File: config.mk
export PLATFORM = sky130hd
export DESIGN_NAME = block_refill_engine
export DESIGN_NICKNAME = d
export VERILOG_FILES = /design/src/rtl/memctl_pkg.sv /design/src/rtl/block_refill_engine.sv
export SDC_FILE = /design/constraint.sdc
export NUM_CORES = 1
export LEC_CHECK = 0
export CORE_ASPECT_RATIO = 0.7
export CORE_UTILIZATION = 45
export DETAILED_ROUTE_END_ITERATION = 10
export PLACE_DENSITY = 0.75
export SYNTH_ARGS = -nofsm -noshare
export SYNTH_HDL_FRONTEND = slang
export SYNTH_SLANG_ARGS = --single-unit
File: constraint.sdc
create_clock -name clk -period 2.3 [get_ports clk]
set_clock_uncertainty 0.05 [all_clocks]
set_input_delay 0.345 -clock clk [delete_from_list [all_inputs] [get_ports clk]]
set_output_delay 0.345 -clock clk [all_outputs]
set_load 0.03 [all_outputs]
File: src/rtl/memctl_pkg.sv
// Shared memory-controller types: refill FSM states, block geometry, block alignment.
// No logic of its own; latency n/a.
// Backpressure n/a.
package memctl_pkg;

    localparam int ADDR_W          = 32;
    localparam int WORDS_PER_BLOCK = 4;

    typedef enum logic [2:0] {
        IDLE,
        WB_REQ,
        RD_REQ,
        RD_WAIT,
        DONE
    } refill_state_t;

    function automatic logic [ADDR_W-1:0] block_base(input logic [ADDR_W-1:0] addr,
                                                     input int unsigned offset_bits);
        logic [ADDR_W-1:0] mask;
        mask = '1 << offset_bits;
        return addr & mask;
    endfunction

endpackage

File: src/rtl/block_refill_engine.sv
// Splits L1 block refills/write-backs into single-word RAM transactions, reassembles refills.
// Latency: 1 cycle request to first ram_req; 2 cycles/read word, 1 cycle/write word, +1 DONE pulse.
// Backpressure: ram_ready low holds the current word with all ram_* outputs stable.
module block_refill_engine
    import memctl_pkg::*;
#(
    parameter int WA             = 32,
    parameter int WD             = 32,
    parameter int BLOCKSIZE      = 128,
    parameter int BYTE_ADDR_BITS = 4
) (
    input  logic                 clk,
    input  logic                 rst_n,
    input  logic                 mem_read,
    input  logic [WA-1:0]        mem_request_addr,
    input  logic                 mem_write,
    input  logic [WA-1:0]        mem_wb_addr,
    input  logic [BLOCKSIZE-1:0] mem_write_data,
    output logic                 memory_ready,
    output logic [BLOCKSIZE-1:0] memory_data,
    output logic                 busy,
    output logic                 ram_req,
    output logic                 ram_we,
    output logic [WA-1:0]        ram_addr,
    output logic [WD-1:0]        ram_wdata,
    input  logic                 ram_ready,
    input  logic                 ram_rvalid,
    input  logic [WD-1:0]        ram_rdata
);

    localparam logic [1:0] LAST_WORD = 2'(WORDS_PER_BLOCK - 1);

    refill_state_t        state;
    logic [1:0]           cnt;
    logic [1:0]           cnt_nxt;
    logic [WA-1:0]        wb_base;
    logic [WA-1:0]        rd_base;
    logic [BLOCKSIZE-1:0] wb_data;
    logic                 rd_pending;

    function automatic logic [WA-1:0] word_addr(input logic [WA-1:0] base, input logic [1:0] k);
        return base + WA'(k) * WA'(WD / 8);
    endfunction

    assign cnt_nxt = cnt + 2'd1;
    assign busy    = (state != IDLE);

    always_ff @(posedge clk) begin
        if (!rst_n) begin
            state        <= IDLE;
            cnt          <= '0;
            wb_base      <= '0;
            rd_base      <= '0;
            wb_data      <= '0;
            rd_pending   <= 1'b0;
            ram_req      <= 1'b0;
            ram_we       <= 1'b0;
            ram_addr     <= '0;
            ram_wdata    <= '0;
            memory_ready <= 1'b0;
            memory_data  <= '0;
        end else begin
            case (state)
                IDLE: begin
                    memory_ready <= 1'b0;
                    cnt          <= '0;
                    // Write-back is issued before the refill so a read of the evicted block sees the new data.
                    if (mem_write) begin
                        wb_base    <= block_base(mem_wb_addr, BYTE_ADDR_BITS);
                        wb_data    <= mem_write_data;
                        rd_pending <= mem_read;
                        rd_base    <= block_base(mem_request_addr, BYTE_ADDR_BITS);
                        ram_req    <= 1'b1;
                        ram_we     <= 1'b1;
                        ram_addr   <= block_base(mem_wb_addr, BYTE_ADDR_BITS);
                        ram_wdata  <= mem_write_data[WD-1:0];
                        state      <= WB_REQ;
                    end else if (mem_read) begin
                        rd_pending <= 1'b0;
                        rd_base    <= block_base(mem_request_addr, BYTE_ADDR_BITS);
                        ram_req    <= 1'b1;
                        ram_we     <= 1'b0;
                        ram_addr   <= block_base(mem_request_addr, BYTE_ADDR_BITS);
                        state      <= RD_REQ;
                    end
                end
                WB_REQ: begin
                    if (ram_ready) begin
                        cnt <= cnt_nxt;
                        if (cnt == LAST_WORD) begin
                            ram_we <= 1'b0;
                            if (rd_pending) begin
                                ram_addr <= rd_base;
                                state    <= RD_REQ;
                            end else begin
                                ram_req      <= 1'b0;
                                memory_ready <= 1'b1;
                                state        <= DONE;
                            end
                        end else begin
                            ram_addr  <= word_addr(wb_base, cnt_nxt);
                            ram_wdata <= wb_data[WD*cnt_nxt +: WD];
                        end
                    end
                end
                RD_REQ: begin
                    if (ram_ready) begin
                        ram_req <= 1'b0;
                        state   <= RD_WAIT;
                    end
                end
                RD_WAIT: begin
                    if (ram_rvalid) begin
                        memory_data[WD*cnt +: WD] <= ram_rdata;
                        cnt                       <= cnt_nxt;
                        if (cnt == LAST_WORD) begin
                            memory_ready <= 1'b1;
                            state        <= DONE;
                        end else begin
                            ram_req  <= 1'b1;
                            ram_addr <= word_addr(rd_base, cnt_nxt);
                            state    <= RD_REQ;
                        end
                    end
                end
                DONE: begin
                    memory_ready <= 1'b0;
                    state        <= IDLE;
                end
                default: state <= IDLE;
            endcase
        end
    end

endmodule

==> impl_results.md, run 1 <==
- CTS tree: built
- Synthesis warning total: 0
- RSZ-0062 raised after global routing: false
- Worst setup SP type: flop
- P&R area growth vs syn: 36.9%
- Worst slack at placement: 129 ps
- Port bufs: 415
- Total CTS buffers: 38
- Most frequent cells after synthesis: nand2_1, dfxtp_1, a21oi_1, nand3_1, clkbuf_1
- Syn avg cell area: 8.14 sq um
- Least-Margin Pin Slew: 632 ps
- Final min period: 2190 ps
- Inst Count DP: 2674
- CP max FO: 64
- # resized after CTS: 0
- Antenna violations before repair: 6
- Slowest cell delay on critical path: 500 ps
- Met2 Use GR: 45.6%
- CTS Sinks: 383
- Fin nets: 2486
- P_leak: 7.53 nW
- Setup violations, final: 0
- WHS: 231 ps
- Pins Over Slew Limit: 0
- FFs w/ async S/R, synth: 0%
- Most common cell in the netlist: nand2_1
- Power per Cell Area: 1070 nW/um^2
- Setup Total Neg Slack: 0 ps
- Final non-filler cell area: 21400 sq um
- Largest area contributor in the synthesized netlist: dfxtp_1
- Post-CTS Setup Inserts: 0
- Critical Path, Cell by Cell: ha_1 -> nor2_2 -> a31o_2 -> buf_12 -> o21ai_1 -> a31oi_1
- Die Ht: 158 microns
- Initial Utilization: 46.2%
- Fillers: 2888
- Number of I/O pins: 426
- Row Count: 56
- CP max-delay cell: nor2_2
- Drt drc: 0
- Total GRT Usage: 28.6%
- Vias in the first global route: 14800
- Sequential element share of the synthesized area: 49.1%
- DP HPWL: 34200 microns
- Share of cells above drive strength 1: 7.29%
- Slew margin rel.: 57.9%
- H-tree depth: 2
- Met1 Usage GRT: 36.7%
- Fin crit share: 95.2%
- Core area: 33800 sq um
- Root Buffer: clkbuf_16
- Max cap viols: 0
- Crit path DAT: 2580 ps
- Fin worst setup slack: 111 ps
- Vias per cell: 5.57
- Post-Route WL: 52700 microns
- Hold Path Class: in2reg
- Grt total ovfl: 0
- Starting DRT DRC Count: 1442
- Status: complete, no violations
- Yosys reg bits: 383
- Clock Pin Slew Worst Setup and Hold Paths: 60 ps
- Routed vias: 15300
- Worst VDD drop: 0.741 mV
- First-pass iteration count of the detailed router: 7
- Final Hold Vio Count: 0
- Finished Layout Cells: 2748
- Clock buffer depth: 3
- Netlist Area Pre-Place: 15600 sq um
- F_max: 0.457 GHz
- Die area: 35400 sq um
- Synth top area cells: dfxtp_1, nand2_1, a21oi_1
- Die width: 225 microns
- Grt peak-use layer: met2
- Distinct cells, synth: 52
- Routed Antenna Nets: 0
- Crit path kind: reg2reg
- Post-synth EDFFs: 0
- Pin count of the biggest net entering global routing: 130
- Layout Utilization: 63.3%
- Critical Path RT: 2690 ps
- Placed cell areas: 20100 sq um
- GR Util met3: 8.59%
- Total Power: 22.9 mW
- Main flop type after synthesis: dfxtp_1
- Skew-Pair Late Insertion Delay: 530 ps
- Routed wire per std cell: 19.2 microns
- CP endpoint kind: flop
- CTS Hold Buffers Added: 0
- Final Wtd Congestion: 0.863
- Top-area cell type share of the netlist area: 49.1%
- Mapped Cells: 1917
- First-pass GRT wire length: 80400 microns
[logic make-up (layout without fill, tap and decap cells)]
| group | Yosys count | after routing | synth area share [%] |
|---|---|---|---|
| compound gates | 464 | 464 | 16.4 |
| fa+ha+maj | 6 | 6 | 0.481 |
| buf+inv | 181 | 540 | 5.60 |
| flops | 383 | 383 | 49.1 |
| mux | 62 | 62 | 6.55 |
| other cells | 1 | 9 | 0.0240 |
| simple gates | 820 | 820 | 21.8 |
[state kept, by name, indices dropped and copies added (netlist names)]
signal	cells
memory_data	128
wb_data	128
ram_wdata	32
ram_addr	30
rd_base	28
wb_base	28
state	3
cnt	2
memory_ready	1
ram_req	1
ram_we	1
rd_pending	1
[critical path: cells and delay by family, from the launching register on]
kind / cells / cell delay (ps)
AO/OA/AOI/OAI: 3 / 590
adder cells (fa/ha/maj): 1 / 280
buffers and inverters: 1 / 280
flip-flops: 1 / 370
AND/OR/NAND/NOR: 1 / 500
[placed cells by master (no fill, tap or decap), drive strengths merged, types with 3 or more instances in the layout]
cell type,synthesis,routed
nor2,9,9
a31oi,32,32
nor2b,5,5
o21ai,67,67
ha,6,6
nor3,4,4
clkbuf,106,56
a21oi,321,321
nor3b,3,3
and2,5,5
dfxtp,383,383
mux4,32,32
nand2b,3,3
nand3,160,160
buf,64,55
diode,0,7
clkinv,0,7
nand2,624,624
clkdlybuf4s50,0,412
a32o,29,29
mux2i,29,29
inv,6,8
[cell type report]
cell class / count / area (sq um) / share of cell area [%]
clock inverter: 11 / 116 / 0.545
sequential: 383 / 7670 / 35.9
clock buffer: 56 / 1100 / 5.15
multi-input combinational: 1354 / 7110 / 33.3
tap: 464 / 581 / 2.72
timing repair buffer: 467 / 4740 / 22.2
inverter: 6 / 30.0 / 0.141
antenna: 7 / 17.5 / 0.0820
[power breakdown]
part	internal, mW	switching (mW)
sequential	7.88	0.758
combinational	3.11	4.94
clock	3.55	2.63
[metal layers]
layer | routed length (microns) | share of wire [%]
met1 | 22000 | 42
met2 | 23900 | 45
met3 | 5100 | 9.7
met4 | 1690 | 3.2
met5 | 0 | 0
[path summary, 6_finish.rpt]
check	from	to	slack [ps]	depth (start not counted)
max	cnt[0]	ram_wdata[11]	110	6
min	mem_write	state[0]	230	3
max reg2reg	cnt[0]	ram_wdata[11]	110	6
min reg2reg	memory_data[43]	memory_data[43]	400	2
(Power assumes the default switching activity.)
==> run 2, diff against run 1 <==
--- a/config.mk
+++ b/config.mk
@@ -9,6 +9,7 @@
 export CORE_UTILIZATION = 45
 export DETAILED_ROUTE_END_ITERATION = 10
 export PLACE_DENSITY = 0.75
+export SKIP_LAST_GASP = 1
 export SYNTH_ARGS = -nofsm -noshare
 export SYNTH_HDL_FRONTEND = slang
 export SYNTH_SLANG_ARGS = --single-unit
==> results of run 2 <==
Same layout as run 1: the final DEF is identical, and so are final timing and power.
